**config.mk**
```make
export PLATFORM = sky130hd
export DESIGN_NAME = alu_result_fifo
export DESIGN_NICKNAME = d
export VERILOG_FILES = /design/src/rtl/alu_result_fifo.sv
export SDC_FILE = /design/constraint.sdc
export NUM_CORES = 1
export LEC_CHECK = 0
export CORE_MARGIN = 10
export CORE_UTILIZATION = 48
export DETAILED_ROUTE_END_ITERATION = 7
export GPL_TIMING_DRIVEN = 0
export PLACE_DENSITY = 0.69
export SETUP_SLACK_MARGIN = 0.3
export SYNTH_ARGS = -nofsm -noshare
export SYNTH_HDL_FRONTEND = slang
export SYNTH_SLANG_ARGS = --single-unit
```
**constraint.sdc**
```tcl
create_clock -name i_clk -period 3.3 [get_ports i_clk]
set_input_delay 0.66 -clock i_clk [delete_from_list [all_inputs] [get_ports i_clk]]
set_output_delay 0.66 -clock i_clk [all_outputs]
set_load 0.03 [all_outputs]
```
**src/rtl/alu_result_fifo.sv**
```systemverilog
// alu_result_fifo: show-ahead FIFO capturing every ALU result, with saturating overflow/drop statistics
// Ports:
//    i_clk, i_rst           clock, asynchronous active-high reset
//    i_valid, i_data        ALU result strobe and word
//    i_overflow             ALU overflow flag; also requests a push on its own
//    i_flush                synchronous flush of pointers and occupancy
//    i_ready                consumer ready
//    o_valid, o_data        head entry available and its data
//    o_overflow             overflow flag of the head entry
//    o_full, o_count        full flag and current occupancy
//    o_ovf_cnt, o_drop_cnt  saturating counts of accepted overflowed and dropped results
module alu_result_fifo #(
   parameter int DATA_W = 12,
   parameter int DEPTH  = 8,
   parameter int CNT_W  = 8
) (
   input  logic                     i_clk,
   input  logic                     i_rst,
   input  logic                     i_valid,
   input  logic [DATA_W-1:0]        i_data,
   input  logic                     i_overflow,
   input  logic                     i_flush,
   input  logic                     i_ready,
   output logic                     o_valid,
   output logic [DATA_W-1:0]        o_data,
   output logic                     o_overflow,
   output logic                     o_full,
   output logic [$clog2(DEPTH):0]   o_count,
   output logic [CNT_W-1:0]         o_ovf_cnt,
   output logic [CNT_W-1:0]         o_drop_cnt
);
   localparam int AW = $clog2(DEPTH);
   localparam int CW = AW + 1;
   logic [DATA_W:0]  mem_q [DEPTH];
   logic [AW-1:0]    wr_q, wr_d, rd_q, rd_d;
   logic [CW-1:0]    cnt_q, cnt_d;
   logic [CNT_W-1:0] ovf_q, ovf_d, drop_q, drop_d;
   logic             push_req, pop, push, drop;
   assign o_valid    = cnt_q != '0;
   assign o_full     = cnt_q == CW'(DEPTH);
   assign o_data     = o_valid ? mem_q[rd_q][DATA_W-1:0] : '0;
   assign o_overflow = o_valid & mem_q[rd_q][DATA_W];
   assign o_count    = cnt_q;
   assign o_ovf_cnt  = ovf_q;
   assign o_drop_cnt = drop_q;
   always_comb begin
      // overflowed results arrive with i_valid low and must still be captured
      push_req = i_valid | i_overflow;
      pop      = o_valid & i_ready;
      // a pop on the same edge frees the slot, so a full FIFO still accepts
      push     = push_req & (~o_full | pop) & ~i_flush;
      drop     = push_req & o_full & ~pop & ~i_flush;
      wr_d     = i_flush ? '0 : wr_q + AW'(push);
      rd_d     = i_flush ? '0 : rd_q + AW'(pop);
      cnt_d    = i_flush ? '0 : cnt_q + CW'(push) - CW'(pop);
      ovf_d    = ovf_q + CNT_W'(push & i_overflow & ~&ovf_q);
      drop_d   = drop_q + CNT_W'(drop & ~&drop_q);
   end
   always_ff @(posedge i_clk or posedge i_rst) begin
      if (i_rst) begin
         wr_q   <= '0;
         rd_q   <= '0;
         cnt_q  <= '0;
         ovf_q  <= '0;
         drop_q <= '0;
      end else begin
         wr_q   <= wr_d;
         rd_q   <= rd_d;
         cnt_q  <= cnt_d;
         ovf_q  <= ovf_d;
         drop_q <= drop_d;
      end
   end
   // storage needs no reset: it is only visible through o_valid-gated outputs
   always_ff @(posedge i_clk) begin
      if (push) mem_q[wr_q] <= {i_overflow, i_data};
   end
endmodule

```
Word-level counts from Yosys, hierarchy flattened. Memory sizes are Yosys's and may differ from the RTL's. Cells that the tools add are included.

Flip-flop bits (word level): 26. Bits in writable memories: 104. Memories: 1. Output and inout port bits: 35.

Memories: mem_q (words 8, width 13, read ports 1, clocked after memory_dff 0, wr ports 1, RTL line 34) `logic [DATA_W:0] mem_q [DEPTH];`.

Bitwise gates (word level): 15. Mux-type cells: 6. Add/sub/neg operators: 6. Reduce and logical (&&, ||, !) cells: 5. Equality and inequality tests: 1.

Operator list (count): $add A8 B1 Y8 (2); $reduce_and A8 Y1 (2); $mux W12 (1); $and A1 B1 Y1 (10); $add A3 B1 Y3 (2); $mux W3 (2); $add A4 B1 Y4 (1); $eq A4 B4 Y1 const B (1); $mux W4 (1); $reduce_bool A4 Y1 (1); $sub A4 B1 Y4 (1); $not A1 Y1 (3); $logic_not A1 Y1 (2); $mux W1 (2); $or A1 B1 Y1 (2).

Depth between registers and ports, before layout. Gate-level depths: netlist of run 1.

Depth in word-level cells: 8. Mapped depth: 10.

Worst setup path before layout of run 1. OpenSTA, ideal clock, no wires.

Kind: register -> register. From: register cnt_q[2] (netlist: o_count[2]). To: memory mem_q[0][0] (netlist name) (enable). Data required time: 2883 ps. Path buffers: 0. Period minus slack after synthesis: 2888 ps. Path slack: 412 ps. Data arrival time: 2471 ps. Stages on the path, launching flop included: 6. Setup time: 417 ps. Path through: dfrtp_1 -> inv_1 -> ha_1 -> or3b_2 -> o21ai_1 -> nor4_1.

Cells in the longest elaborated chain, start to end: 7.

Ends and longest elaborated chain: from (decl) (RTL line 36) `logic [CW-1:0] cnt_q, cnt_d;`; from (signal assigned) (RTL line 69) `cnt_q <= cnt_d;`; $reduce_bool A4 Y1 or $eq A4 B4 Y1 (tied branches) (RTL line 39, 40); $and A1 B1 Y1 or $not A1 Y1 (tied branches) (RTL line 49, 51); $or A1 B1 Y1 (*) (RTL line 51) `push = push_req & (~o_full | pop) & ~i_flush;`; $and A1 B1 Y1 (*) (2 in a row) (RTL line 51); $mux W1 (*) (RTL line 76) `if (push) mem_q[wr_q] <= {i_overflow, i_data};`; $mux W1 (not written as such) (*) (RTL line 76); to (decl) (RTL line 34).

Mark *: on every way between the ends. The rest lies on a longest branch, timed or not.

Final worst setup path of run 1.
From: register cnt_q[2] (netlist: o_count[2]). To: output o_data[5].

Cells in the longest elaborated chain, start to end: 2.

Ends and longest elaborated chain: $reduce_bool A4 Y1 (RTL line 39) `assign o_valid = cnt_q != '0;`; $mux W12 (RTL line 41) `assign o_data = o_valid ? mem_q[rd_q][DATA_W-1:0] : '0;`; to (decl) (RTL line 25) `output logic [DATA_W-1:0] o_data,`.

Every way passes these cells.

==> results of run 1 <==
-- through the flow --
stage | total power [uW] | instances | TNS [ns] | instance area [sq um] | hold WS (ns)
finish | 5370 | 505 | 0 | 6630 | 0.490
detailed placement | 3730 | 471 | -2.26 | 6080 | 0.482
global route | 5620 | 505 | 0 | 6630 | 0.516
global placement | 3690 | 464 | -54.14 | 5970 | 0.478
floorplan | 3100 | 272 | 0 | 5280 | 0.525
CTS | 5480 | 504 | 0 | 6690 | 0.498
-- worst paths after layout --
kind | start | endpoint | slack, ns | depth (start not counted)
max in group asynchronous | i_rst | wr_q[0] | 2.00 | 2
hold reg to reg | o_ovf_cnt[7] | o_ovf_cnt[7] | 0.49 | 1
hold / removal | o_ovf_cnt[7] | o_ovf_cnt[7] | 0.49 | 1
setup / recovery | o_count[2] | o_data[5] | 0.41 | 7
setup reg to reg | o_count[2] | o_count[3] | 0.50 | 10
min in group asynchronous | i_rst | o_drop_cnt[1] | 0.68 | 2
-- worst max-delay path: stages (launching register included) --
cell      delay (ns)
dfrtp_1         0.38
inv_2           0.08
ha_2            0.18
nor3b_4         0.22
and2b_2         0.28
buf_6           0.16
a22o_1          0.23
clkbuf_2        0.19
-- area by class of cell --
cell class                      count  area [sq um]
Inverter                            9          33.8
Sequential cell                   130          3770
Timing Repair Buffer               61           548
Tap cell                          140           175
Clock buffer                       22           453
Fill cell                         780          4170
Clock inverter                     10           109
Buffer                              9          93.8
Multi-Input combinational cell    124          1440
-- cells by family after synthesis --
family | after synthesis | synth area share, %
buffers and inverters | 18 | 2.11
adders and majority gates | 15 | 3.70
DFF | 130 | 71.5
xor gates and xnor gates | 15 | 2.49
AOI/OAI and AO/OA | 19 | 3.01
and+or+nand+nor | 48 | 4.98
muxes | 27 | 12.2
-- where the power goes --
part | switching, uW | internal, uW
registers | 106 | 1910
clock network | 640 | 1110
logic | 892 | 715
total | 1640 | 3730
-- layout by cell type (no fill, tap or decap), types with 11 or more instances in the layout --
cell	netlist	final
edfxtp_1	104	104
buf_2	3	11
a22o_1	13	13
xnor2_1	11	11
clkbuf_16	0	16
clkdlybuf4s50_1	0	38
mux4_1	12	12
ha_1	14	13
mux4_2	14	14
dfrtp_1	26	26
-- registers in the layout, summed over array words and instances (netlist names) --
register and cells:
wr_q 3, o_ovf_cnt 8, rd_q 3, o_count 4
mem_q 104, o_drop_cnt 8
-- layer usage --
metal  track usage [%]  wire length [um]  vias up
li1                  -                 -     1255
met1              17.1              4590     1399
met2              22.5              5360       72
met3              5.57               636       10
met4              4.81               116        0
met5                 0                 0        -
-- synth_stat cells (2+ instances only) --
cell type	count	share of area, %
a22o_1	13	2.2
and3_1	3	0.36
buf_12	2	0.76
buf_2	3	0.28
clkbuf_1	3	0.21
dfrtp_1	26	12
edfxtp_1	104	59
ha_1	14	3.3
inv_1	9	0.64
mux4_1	12	6.0
mux4_2	14	6.0
nand2_1	3	0.21
nand2b_1	2	0.24
nand3_1	7	0.66
nand4_1	3	0.36
nor2_1	11	0.78
nor2b_1	9	1.1
nor3_1	4	0.38
xnor2_1	11	1.8
xor2_1	4	0.66
-- what timing repair did --
item	in CTS	in global routing
buffers inserted	1	1
setup endpoints to repair	16	13
resized for setup	45	30
==> metrics.md, run 1 <==
| Metric | Value |
|---|---|
| First-pass GRT wire length | `around 17 mm` |
| Skew-Pair Late Insertion Delay | `about 0.5 ns` |
| Leak | `around 0.0025 uW` |
| Worst vdd ir | `487 uV` |
| Diode count | `0` |
| Setup clock skew after layout | `a little over 0.005 ns` |
| DRT iter0 DRCs | `roughly 180` |
| CTS sink cnt | `130` |
| Initial DRT Pass Iterations | `4` |
| Slew Limit Fails | `0` |
| Crit path time final | `~2.9 ns` |
| Post-synth EDFFs | `roughly 100` |
| FF+latch count, synth | `130` |
| Vias in the first global route | `2996` |
| Nets | `between 300 and 400` |
| Syn Area/Cell | `19.4 sq um` |
| RSZ-0062 raised after global routing | `no` |
| Synthesized cell area | `approximately 5300 sq um` |
| Largest net degree at the start of global routing | `27` |
| Hold Crit Class | `reg2reg` |
| Drt wl/cell | `21.2 um` |
| Pwr dens | `~810 nW/um^2` |
| Gp weighted congestion | `between 0.7 and 0.8` |
| FFs w/ async S/R, synth | `around 20%` |
| Total GRT Usage | `about 14%` |
| Final Util | `between 60% and 70%` |
| Total CTS buffers | `17` |
| Type of the worst setup path | `reg2out` |
| Core area | `approximately 11000 sq um` |
| Synth cell types | `35` |
| Post-synth top flop | `edfxtp_1` |
| Synthesized Nets | `305` |
| Clock Path Buffers | `2` |
| CTS tree | `yes` |
| I/O Buffers | `52` |
| Die area | `between 15000 and 20000 sq um` |
| Root Driver | `clkbuf_8` |
| Share of cells above drive strength 1 | `around a quarter` |
| Max-cap violations | `0` |
| CP Launch Type | `flip-flop` |
| Count of final setup violators | `0` |
| Worst path required time | `roughly 2.6 ns` |
| Antenna violations before repair | `0` |
| DR vias | `2736` |
| I/O Pins | `53` |
| Vias/cell | `5.42` |
| Fin. Hold Viols | `0` |
| Post-Place Worst Slack | `-0.176 ns` |
| # hold bufs at CTS | `0` |
| Die W | `approximately 120 um` |
| Number of remaining DRC errors | `0` |
| Fin crit share | `87.5%` |
| CP Capture Type | `output port` |
| Setup WS post-layout | `0.413 ns` |
| Cell count after synthesis | `between 200 and 300` |
| H-tree depth | `4` |
| Clk pin slew, worst setup/hold paths | `approximately 0.06 ns` |
| Yosys warns | `0` |
| Run status | `finished, final reports clean` |
| Row count | `38` |
| Hpwl dp | `roughly 7.0 mm` |
| Effective utilization at floorplan | `48.9%` |
| Seq/Total Area, Yosys | `71.5%` |
| P&R area growth vs syn | `25.6%` |
| WL final | `around 11 mm` |
| Antenna-violating nets left | `0` |
| Die Y | `approximately 120 um` |
| CP arrival | `roughly 2.2 ns` |
| Fmax | `approximately 350 MHz` |
| Grt total ovfl | `0` |
| Worst slew pin tran | `1.00 ns` |
| Slew headroom | `32.9%` |
| Peak fanout along the critical path | `10` |
(Power assumes the default switching activity.)
==> inputs of run 2 (changes only) <==
Settings changed: SLEW_MARGIN set to 30.
Clock period 3.3 ns to 3.55 ns, I/O delays scaled along.
==> run 2 against run 1 <==
Critical path depth shrank 2. Worst setup slack improved by 0.069 ns. Combinational power decreased by 7%. Routed wire length rose by 0.42%. Critical path type unchanged. Largest cell class unchanged. Cell count up 0.59%. Die area did not move. Largest power group unchanged. Power shrank 5.6%. First-iteration DRC count is 67% higher. Flip-flop and latch count unchanged.
==> metrics.md, run 2 (synthesis results as in run 1) <==
| Metric | Value |
|---|---|
| Most frequent cells in the layout | `104 x edfxtp_1, 39 x clkdlybuf4s50_1, 26 x dfrtp_1` |
| Cell area after layout | `between 6000 and 7000 sq um` |
| Worst path required time | `roughly 2.8 ns` |
| Worst slew pin tran | `roughly 0.9 ns` |
| Worst Setup EP | `o_data[11]` |
| Peak fanout along the critical path | `10` |
| Multi-input logic area | `between 1000 and 1500 sq um` |
| Die W | `around 120 um` |
| Slew Limit Fails | `0` |
| Effective utilization at floorplan | `between 40 and 50%` |
| Area occupied by registers | `between 3000 and 4000 sq um` |
| Gp weighted congestion | `0.700` |
| WHS | `between 0.4 and 0.5 ns` |
| Max-cap violations | `0` |
| Fin. Hold Viols | `0` |
| Largest register FFs | `104` |
| Nets | `just under 400` |
| Largest net degree at the start of global routing | `27` |
| Clock power frac | `between 30% and 40%` |
| Sw Ratio | `a little over 30%` |
| Fin crit share | `around 86%` |
| CTS sink cnt | `130` |
| Post_cts resized | `20` |
| Vias/cell | `between 5 and 6` |
| Share of cells above drive strength 1 | `a little under a quarter` |
| Drt wl/cell | `roughly 21 um` |
| Root Driver | `clkbuf_8` |
| Slew headroom | `~40%` |
| Setup TNS Final | `0 ns` |
| Die Y | `between 100 and 150 um` |
| # hold bufs at CTS | `0` |
| Worst vdd ir | `around 460 uV` |
| Placed instance area | `6100 sq um` |
| Diode count | `0` |
| P&R area growth vs syn | `26.2%` |
| Count of final setup violators | `0` |
| Initial DRT Pass Iterations | `4` |
| CP arrival | `roughly 2.4 ns` |
| Die area | `about 16000 sq um` |
| Leak | `about 0.0025 uW` |
| Clock Path Buffers | `2` |
| CP Capture Type | `output port` |
| I/O Buffers | `between 50 and 60` |
| CP max-delay cell | `mux4_2` |
| RR Startpoint | `o_count[2]` |
| Hold Crit Class | `reg2reg` |
| I/O Pins | `between 50 and 60` |
| Comb power frac | `29.4%` |
| Setup WS post-layout | `~0.48 ns` |
| CTS tree | `yes` |
| WL final | `approximately 11 mm` |
| H-tree depth | `4` |
| Row count | `38` |
| Psw | `between 1500 and 2000 uW` |
| First-pass GRT wire length | `around 17 mm` |
| Crit. Startpoint | `rd_q[0]` |
| Crit-path cells | `buf_6, buf_12, mux4_2, a22o_1, dlygate4sd2_1` |
| Clk pin slew, worst setup/hold paths | `around 0.06 ns` |
| Total GRT Usage | `14.0%` |
| Total CTS buffers | `17` |
| Post-Place Worst Slack | `between 0.15 and 0.2 ns` |
| Reg power frac | `a little under two fifths` |
| Worst-case reg-to-reg path depth | `10` |
| Number of remaining DRC errors | `0` |
| Commonest non-fill, non-tap cell in the layout | `edfxtp_1` |
| Fmax | `between 300 and 400 MHz` |
| CP Launch Type | `flip-flop` |
| Run status | `finished, final reports clean` |
| Pint | `around 3500 uW` |
| Hpwl dp | `around 7 mm` |
| Crit path time final | `between 3 and 4 ns` |
| Antenna-violating nets left | `0` |
| Antenna violations before repair | `0` |
| Worst R2R End | `o_count[3]` |
| DRT iter0 DRCs | `about 300` |
| RSZ-0062 raised after global routing | `no` |
| Setup bufs post-CTS | `0` |
| Most flops, register | `mem_q` |
| Skew-Pair Late Insertion Delay | `0.51 ns` |
| Setup clock skew after layout | `0.00801 ns` |
| Vias in the first global route | `approximately 3000` |
| Flop-to-flop setup slack | `0.52 ns` |
| Grt total ovfl | `0` |
| Fill cell count | `roughly 750` |
| Max incr delay on CP | `0.53 ns` |
| Core area | `between 10000 and 15000 sq um` |
| Type of the worst setup path | `reg2out` |
| DR vias | `2795` |
| Pwr dens | `~760 nW/um^2` |
-- run 2: cell count changes in the layout (fill, tap and decap cells not counted), sizes merged, moves of 2 or more --
cell	change
buf	-9
clkbuf	+9
clkinv	-2
clkinvlp	+2
dlygate4sd2	+2
-- run 2: final cells by class --
class,instances,area share [%]
Clock buffer,22,6.80
Timing Repair Buffer,64,8.40
Multi-Input combinational cell,124,21.6
Clock inverter,10,2.03
Buffer,9,1.35
Inverter,9,0.508
Sequential cell,130,56.7
Tap cell,140,2.63
-- run 2: worst min path at each step --
stage,depth (start not counted),startpoint,slack (ns),end
2_1_floorplan,2,rd_q[2],0.52,rd_q[2]
3_3_place_gp,1,o_ovf_cnt[5],0.48,o_ovf_cnt[5]
3_5_place_dp,1,o_ovf_cnt[7],0.48,o_ovf_cnt[7]
4_1_cts,1,o_ovf_cnt[7],0.50,o_ovf_cnt[7]
5_1_grt,1,o_ovf_cnt[7],0.52,o_ovf_cnt[7]
6_report,1,o_ovf_cnt[7],0.49,o_ovf_cnt[7]
-- run 2: metrics by stage --
step	std cells	total power [uW]	utilization, %
6_report	508	5070	61.7
5_1_grt	508	5290	61.7
4_1_cts	508	5130	62.0
3_5_place_dp	476	3470	56.5
3_3_place_gp	464	3430	55.3
2_1_floorplan	272	2880	-
-- run 2: per-layer routing --
layer	GRT usage, %	routed length (um)
met4	4.74	125
met3	5.11	794
met1	16.7	4470
met2	22.8	5360
met5	0	0
-- run 2: critical path: cells and delay by family (launching register included) --
| family | cells | cell delay (ns) |
|---|---|---|
| buf+inv | 3 | 0.72 |
| mux | 1 | 0.53 |
| flops | 1 | 0.37 |
| compound gates | 1 | 0.23 |
-- run 2: power groups by stage --
stage | clock network (uW) | logic [uW] | registers (uW)
3_5_place_dp | 0 | 1580 | 1890
3_3_place_gp | 0 | 1540 | 1890
4_1_cts | 1730 | 1530 | 1870
5_1_grt | 1800 | 1600 | 1890
6_report | 1700 | 1490 | 1870
2_1_floorplan | 0 | 891 | 1990
==> inputs of run 3 (changes only) <==
Settings changed: CAP_MARGIN set to 10.
==> run 3 against run 2 <==
Register-to-register slack about the same. Power fell by 0.42%. Clock skew down 0.0035 ns. Non-clock buffer count up 2. Die area unchanged. Via count is 0.97% higher. Worst hold slack lost 0.00073 ns. Largest cell class unchanged. Highest routed layer unchanged.
==> metrics.md, run 3 (synthesis results as in run 1) <==
| Metric | Value |
|---|---|
| Count of final setup violators | `0` |
| Antenna violations before repair | `0` |
| CP Capture Type | `output port` |
| First-pass GRT wire length | `between 15 and 20 mm` |
| Setup clock skew after layout | `approximately 0.0046 ns` |
| Run status | `finished, final reports clean` |
| Die W | `approximately 120 um` |
| Peak fanout along the critical path | `10` |
| Fill cell count | `a little under 800` |
| Gp weighted congestion | `roughly 0.7` |
| Total CTS buffers | `17` |
| Vias in the first global route | `roughly 3000` |
| Initial DRT Pass Iterations | `4` |
| DR vias | `between 2000 and 3000` |
| Power, Total | `5040 uW` |
| Largest register FFs | `104` |
| Flop-to-flop setup slack | `about 0.51 ns` |
| Slew Limit Fails | `0` |
| Post-Place Worst Slack | `between 0.15 and 0.2 ns` |
| Skew-Pair Late Insertion Delay | `0.51 ns` |
| RR Startpoint | `o_count[2]` |
| Setup WS post-layout | `roughly 0.48 ns` |
| Worst vdd ir | `around 470 uV` |
| Die Y | `roughly 120 um` |
| Fmax | `between 300 and 400 MHz` |
| CTS sink cnt | `130` |
| Worst path required time | `2.84 ns` |
| Clk pin slew, worst setup/hold paths | `about 0.060 ns` |
| Number of remaining DRC errors | `0` |
| Antenna-violating nets left | `0` |
| Placed instance area | `between 6000 and 7000 sq um` |
| WHS | `0.490 ns` |
| Share of cells above drive strength 1 | `24.6%` |
| H-tree depth | `4` |
| RSZ-0062 raised after global routing | `no` |
| Die area | `15600 sq um` |
| Worst R2R End | `o_count[3]` |
| Most frequent cells in the layout | `104 x edfxtp_1, 39 x clkdlybuf4s50_1, 26 x dfrtp_1` |
| Slew headroom | `39.2%` |
| Core area | `10800 sq um` |
| DRT iter0 DRCs | `around 230` |
| Row count | `38` |
| CP Launch Type | `flip-flop` |
| Most flops, register | `mem_q` |
| # hold bufs at CTS | `0` |
| Worst-case reg-to-reg path depth | `10` |
| Largest net degree at the start of global routing | `27` |
| Hold path start | `o_ovf_cnt[7]` |
| Max-cap violations | `0` |
| Worst hold endpoint | `o_ovf_cnt[7]` |
| WL final | `approximately 11 mm` |
| Crit path time final | `between 3 and 4 ns` |
| Grt total ovfl | `0` |
| CTS tree | `yes` |
| Diode count | `0` |
| Cell area after layout | `6660 sq um` |
| P&R area growth vs syn | `26.3%` |
| I/O Pins | `between 50 and 60` |
| Leak | `0.00248 uW` |
| Worst slew pin tran | `roughly 0.91 ns` |
| Drt wl/cell | `21.4 um` |
| Pwr dens | `between 700 and 800 nW/um^2` |
| Total GRT Usage | `around 14%` |
| Type of the worst setup path | `reg2out` |
| Fin crit share | `roughly 86%` |
| I/O Buffers | `between 50 and 60` |
| Hold Path Depth | `1` |
| Hold Crit Class | `reg2reg` |
| Effective utilization at floorplan | `48.9%` |
| Commonest non-fill, non-tap cell in the layout | `edfxtp_1` |
| Root Driver | `clkbuf_8` |
| Clock Path Buffers | `2` |
| CP arrival | `between 2 and 2.5 ns` |
| Nets | `390` |
| Fin. Hold Viols | `0` |
| Cell Count, Final, Fillers Out | `510` |
| Hpwl dp | `7.16 mm` |
| Dpl cells | `between 400 and 500` |
| Vias/cell | `between 5 and 6` |
-- run 3: changes by cell type in the layout (fill, tap and decap cells not counted), sizes merged --
cell / delta
inv: +1
bufinv: -1
clkinvlp: +1
clkbuf: -4
clkinv: +2
buf: +3
-- run 3: how the worst max path moves through the flow --
stage | cells past startpoint | from | slack (ns) | end
4_1_cts | 7 | o_count[2] | 0.29 | o_data[5]
3_5_place_dp | 9 | i_overflow | 0.16 | o_count[3]
2_1_floorplan | 5 | o_count[2] | 0.66 | mem_q[0][0]
5_1_grt | 7 | o_count[2] | 0.34 | o_data[5]
3_3_place_gp | 4 | i_overflow | -1.12 | mem_q[0][2]
6_report | 5 | rd_q[0] | 0.48 | o_data[11]
-- run 3: area by class of cell --
class	count	area [sq um]	share of cell area (%)
multi-input combinational	124	1440	21.6
buffer	9	90.1	1.35
sequential	130	3770	56.7
clock inverter	13	135	2.03
timing repair buffer	66	574	8.62
clock buffer	19	442	6.63
inverter	9	33.8	0.507
tap	140	175	2.63
-- run 3: worst max-delay path: stages (launching register included) --
cell           delay [ns]
dfrtp_1              0.37
buf_6                0.18
buf_12               0.17
mux4_2               0.53
a22o_1               0.23
dlygate4sd2_1        0.37
-- run 3: timing repair --
| action | 4_1_cts | 5_1_grt |
|---|---|---|
| resized for setup | 22 | 22 |
| setup endpoints to repair | 13 | 10 |
| hold endpoints to repair | 0 | 0 |
| setup buffers | 1 | 1 |
| gates cloned | 0 | 0 |
-- run 3: layer usage --
layer,up-vias,wire [um],GRT usage [%]
met2,87,5580,23.5
met1,1466,4570,16.5
met5,-,0,0
li1,1260,-,-
met3,9,638,5.11
met4,0,114,4.67
-- run 3: through the flow --
| step | TNS, ns | util, % |
|---|---|---|
| 6_report | 0 | 61.7 |
| 5_1_grt | 0 | 61.7 |
| 4_1_cts | 0 | 62.0 |
| 3_5_place_dp | 0 | 56.5 |
| 3_3_place_gp | -41.14 | 55.3 |
| 2_1_floorplan | 0 | - |
-- run 3: report_power, final --
part / total, uW / leakage (uW) / internal (uW) / switching [uW]
Sequential: 1870 / 0.00129 / 1770 / 97.5
Combinational: 1520 / 0.000923 / 678 / 839
Clock: 1660 / 0.000274 / 1030 / 626
